[src/rtl/fx_pkg.sv]
// fx_pkg: shared FP constants, altfp operator latencies and the result-routing tag type
package fx_pkg;
  localparam logic [31:0] FP_ONE = 32'h3F800000;
  localparam logic [31:0] FP_NEG_ONE = 32'hBF800000;
  localparam int MULT_LAT = 5;
  localparam int SUB_LAT = 7;
  localparam int EXP_LAT = 17;
  localparam int MAX_REQ = 8;
  localparam int TAG_ID_W = $clog2(MAX_REQ);
  typedef struct packed {
    logic valid;
    logic [TAG_ID_W-1:0] id;
  } tag_t;
endpackage

[src/rtl/rr_arbiter.sv]
// rr_arbiter: round-robin pick of the first set req bit above ptr, as one-hot gnt plus index
module rr_arbiter #(
  parameter int N = 4,
  parameter int ID_W = 2
) (
  input  logic [N-1:0]    req,
  input  logic [ID_W-1:0] ptr,
  output logic [N-1:0]    gnt,
  output logic [ID_W-1:0] idx
);
  logic [ID_W-1:0] j;
  always_comb begin
    gnt = '0;
    idx = '0;
    j = '0;
    for (int k = N; k >= 1; k--) begin
      j = ID_W'((int'(ptr) + k) % N);
      if (req[j]) begin
        gnt = N'(1) << j;
        idx = j;
      end
    end
  end
endmodule

[src/rtl/fp_unit_scheduler.sv]
// fp_unit_scheduler: round-robin sharing of one fixed-latency pipelined FP operator among N_REQ requesters
module fp_unit_scheduler
  import fx_pkg::*;
#(
  parameter int N_REQ = 4,
  parameter int W = 32,
  parameter int LATENCY = MULT_LAT
) (
  input  logic               clk,
  input  logic               aclr_n,
  input  logic               enable,
  input  logic [N_REQ-1:0]   req,
  input  logic [N_REQ*W-1:0] op_a,
  input  logic [N_REQ*W-1:0] op_b,
  output logic [N_REQ-1:0]   gnt,
  output logic [W-1:0]       unit_a,
  output logic [W-1:0]       unit_b,
  output logic               unit_valid,
  input  logic [W-1:0]       unit_result,
  output logic [N_REQ-1:0]   rsp_valid,
  output logic [W-1:0]       rsp_data,
  output logic [5:0]         inflight,
  output logic               idle
);
  localparam int ID_W = $clog2(N_REQ);
  logic [ID_W-1:0] ptr, idx;
  logic [N_REQ-1:0] arb_gnt;
  logic issue, resp;
  tag_t tag_in;
  tag_t [LATENCY:0] tags;
  rr_arbiter #(.N(N_REQ), .ID_W(ID_W)) u_arb (
    .req(req),
    .ptr(ptr),
    .gnt(arb_gnt),
    .idx(idx)
  );
  assign gnt = (enable && aclr_n) ? arb_gnt : '0;
  assign issue = |gnt;
  assign resp = tags[LATENCY].valid;
  assign tag_in = '{valid: issue, id: TAG_ID_W'(idx)};
  assign idle = (inflight == '0) && !issue;
  always_ff @(posedge clk or negedge aclr_n) begin
    if (!aclr_n) begin
      ptr <= ID_W'(N_REQ - 1);
      unit_a <= '0;
      unit_b <= '0;
      unit_valid <= 1'b0;
      tags <= '0;
      rsp_valid <= '0;
      rsp_data <= '0;
      inflight <= '0;
    end else begin
      unit_valid <= issue;
      tags <= {tags[LATENCY-1:0], tag_in};
      rsp_valid <= resp ? N_REQ'(1) << tags[LATENCY].id : '0;
      inflight <= inflight + 6'(issue) - 6'(resp);
      if (issue) begin
        ptr <= idx;
        unit_a <= op_a[idx*W +: W];
        unit_b <= op_b[idx*W +: W];
      end
      if (resp) rsp_data <= unit_result;
    end
  end
endmodule
[config.mk]
export PLATFORM = sky130hd
export DESIGN_NAME = fp_unit_scheduler
export DESIGN_NICKNAME = d
export VERILOG_FILES = /design/src/rtl/fx_pkg.sv /design/src/rtl/rr_arbiter.sv /design/src/rtl/fp_unit_scheduler.sv
export SDC_FILE = /design/constraint.sdc
export NUM_CORES = 1
export LEC_CHECK = 0
export CAP_MARGIN = 20
export CORE_AREA = 5 5 155 157
export DETAILED_ROUTE_END_ITERATION = 12
export DIE_AREA = 0 0 160 162
export PLACE_DENSITY = 0.78
export SYNTH_ARGS = -nofsm -noshare
export SYNTH_HDL_FRONTEND = slang
export SYNTH_SLANG_ARGS = --single-unit
[constraint.sdc]
create_clock -name clk -period 5.8 [get_ports clk]
set_clock_uncertainty 0.05 [all_clocks]
set_input_delay 1.45 -clock clk [delete_from_list [all_inputs] [get_ports clk]]
set_output_delay 1.45 -clock clk [all_outputs]
set_load 0.1 [all_outputs]
==> flow_summary.yaml <==
yosys:
  synthArstFlopShare: 1.00
  postSynthCellCount: 554
  ys.flop_type: "dfrtp_1"
  syn_nets: 864
  ys_ff_latch: 126
  synth_edf_count: 0
  synth.area.top_cells: "dfrtp_1, mux2i_1, mux2_4"
  yosysTopAreaCell: "dfrtp_1"
  avgSynthCellArea_sq_um: 13.4
  yosysWarnings: 0
  ys_seq_area_frac: 0.426
  synth_area_sq_um: 7400
  synth_top_area_frac: 0.419
  ys_types: 41
global_routing:
  grt_overflow: 0
  met1_usage: 0.192
  track_usage: 0.170
  grt_pass1_wl_microns: 34800
  use_met3: 0.0520
  grt-busiest-layer: "met2"
  grt_pass1_vias: 6286
  grt_max_degree: 83
  use_met2: 0.312
  antenna_found_initial: 0
final_layout:
  final_area_sq_um: 12500
  insertedDiodeCount: 0
  seq_area_sq_um: 3160
  nFillCells: 1890
  layout_common_cells: "clkdlybuf4s50_1, mux2i_1, dfrtp_1"
  mostFrequentLayoutCell: "clkdlybuf4s50_1"
  final_util: 0.559
  drive_above_1_share: 0.165
  num-nets-final: 1268
  multiInputGateArea_sq_um: 4100
  area_growth_pct: 69.0
die:
  rows: 55
  start_util: 0.331
  die_w_microns: 160
  fp.dieH_microns: 162
  die_area_sq_um: 25900
  core_sq_um: 22400
  ios: 407
clocking:
  cts_max_path_buffers: 2
  clk_pin_slew_ns: 0.06
  cts_max_level: 4
  root_buffer: "clkbuf_16"
  cts.sinks: 126
  tritoncts: "done"
  clock_latency_ns: 0.41
  cts_buffers: 17
setup_path:
  critical_path_required_ns: 4.30
  start_kind: "input pin"
  worstPathMaxFanout: 7
  reg2reg_to: "inflight[4]"
  setup.worst_path.start: "req[3]"
  r2r.worst_path.cells: 16
  crit_end: "idle"
  cp.arrival_ns: 3.98
  path_class: "input pin to primary output"
  reg2reg_from: "ptr[0]"
  end_kind: "primary output"
  r2r_setup_slack_ns: 1.56
detailed_routing:
  drtPass1Iterations: 4
  drt_iter0_drc: 205
  wl_per_cell_microns: 18.4
  drc: 0
  drtAntennaViolNets: 0
  dr_total_vias: 5937
  wl_microns: 23100
  vias_per_cell: 4.73
sta:
  fin_crit_ns: 5.48
  finalSetupViolCount: 0
  finalHoldViolations: 0
  tightest_slew_ns: 1.04
  period_share: 0.946
  slew_viol_final: 0
  slew_headroom: 0.304
  max_freq_mhz: 182
  rsz0062_at_grt: "false"
  holdWs_ns: 0.289
  fin_setup_tns_ns: 0
min_path:
  hold_path.class: "register to register"
place:
  place.gp.congestion: 0.813
  dp_hpwl_microns: 18400
  io_buffers: 406
  place_area_sq_um: 11900
status:
  status: "completed"
flow_run:
  cap_violations: 0
==> cell type report <==
| cell class | instances | share of cell area |
|---|---|---|
| timing repair buffer | 419 | 0.340 |
| multi-input combinational | 382 | 0.328 |
| tap | 285 | 0.0285 |
| clock inverter | 15 | 0.0137 |
| sequential | 126 | 0.252 |
| inverter | 12 | 0.00360 |
| clock buffer | 17 | 0.0340 |
==> routing by layer <==
layer,share of wire,vias up
met3,0.066,23
met5,0,-
met1,0.39,2841
li1,-,2840
met4,0.016,0
met2,0.52,233
==> registers in the layout, summed over array words and instances (netlist names) <==
signal,cells
inflight,6
rsp_valid,4
unit_b,32
resp,1
unit_a,32
tags,17
ptr,2
rsp_data,32
==> repair_timing <==
action | in CTS | in global routing
buffers inserted | 0 | 0
setup endpoints to repair | 0 | 1
gates resized for setup | 0 | 1
hold buffers | 0 | 0
==> synthesized netlist by cell type, drive strengths merged (2+ instances only) <==
| cell type | n |
|---|---|
| mux2i | 196 |
| dfrtp | 124 |
| mux2 | 101 |
| buf | 24 |
| ha | 14 |
| inv | 12 |
| clkbuf | 10 |
| nor2 | 6 |
| a21oi | 5 |
| and3 | 5 |
| nor2b | 5 |
| o211ai | 5 |
| a211oi | 4 |
| a311oi | 4 |
| nand2 | 4 |
| nand4 | 4 |
| o21ai | 3 |
| xnor2 | 3 |
| and2 | 2 |
| dfstp | 2 |
| nand3 | 2 |
| nand3b | 2 |
| nor3 | 2 |
| o21bai | 2 |
| or3b | 2 |
| xor2 | 2 |
==> worst min-delay path by stage <==
stage | startpoint | to | depth (start not counted)
2_1_floorplan | tags[19] | resp | 0
3_3_place_gp | tags[4] | tags[8] | 0
3_5_place_dp | tags[9] | tags[13] | 0
4_1_cts | tags[0] | tags[4] | 0
5_1_grt | tags[9] | tags[13] | 0
6_report | tags[12] | tags[16] | 0
==> cells by family after synthesis <==
kind of cell / share of synthesized area
AO/OA/AOI/OAI: 0.0247
XOR/XNOR: 0.00592
adder cells (fa/ha/maj): 0.0264
buffers and inverters: 0.0330
flip-flops: 0.426
multiplexers: 0.451
AND/OR/NAND/NOR: 0.0331
==> stage by stage <==
| step | instances | worst slack (ns) |
|---|---|---|
| 4_1_cts | 1255 | 0.160 |
| 3_5_place_dp | 1223 | 0.158 |
| 5_1_grt | 1256 | 0.0319 |
| 6_report | 1256 | 0.315 |
| 2_1_floorplan | 554 | 0.187 |
| 3_3_place_gp | 1223 | 0.226 |
==> worst max-delay path, stage by stage <==
cell	delay [ns]
clkdlybuf4s50_1	0.51
mux2_4	0.35
and3_1	0.19
a211oi_1	0.36
a311oi_4	0.20
nor4_4	0.43
and4_2	0.32
buf_12	0.18
Power of run 1 is left out: the tool's default activity adds up to more than one toggle a clock period on the data nets, which glitch-free logic cannot reach.
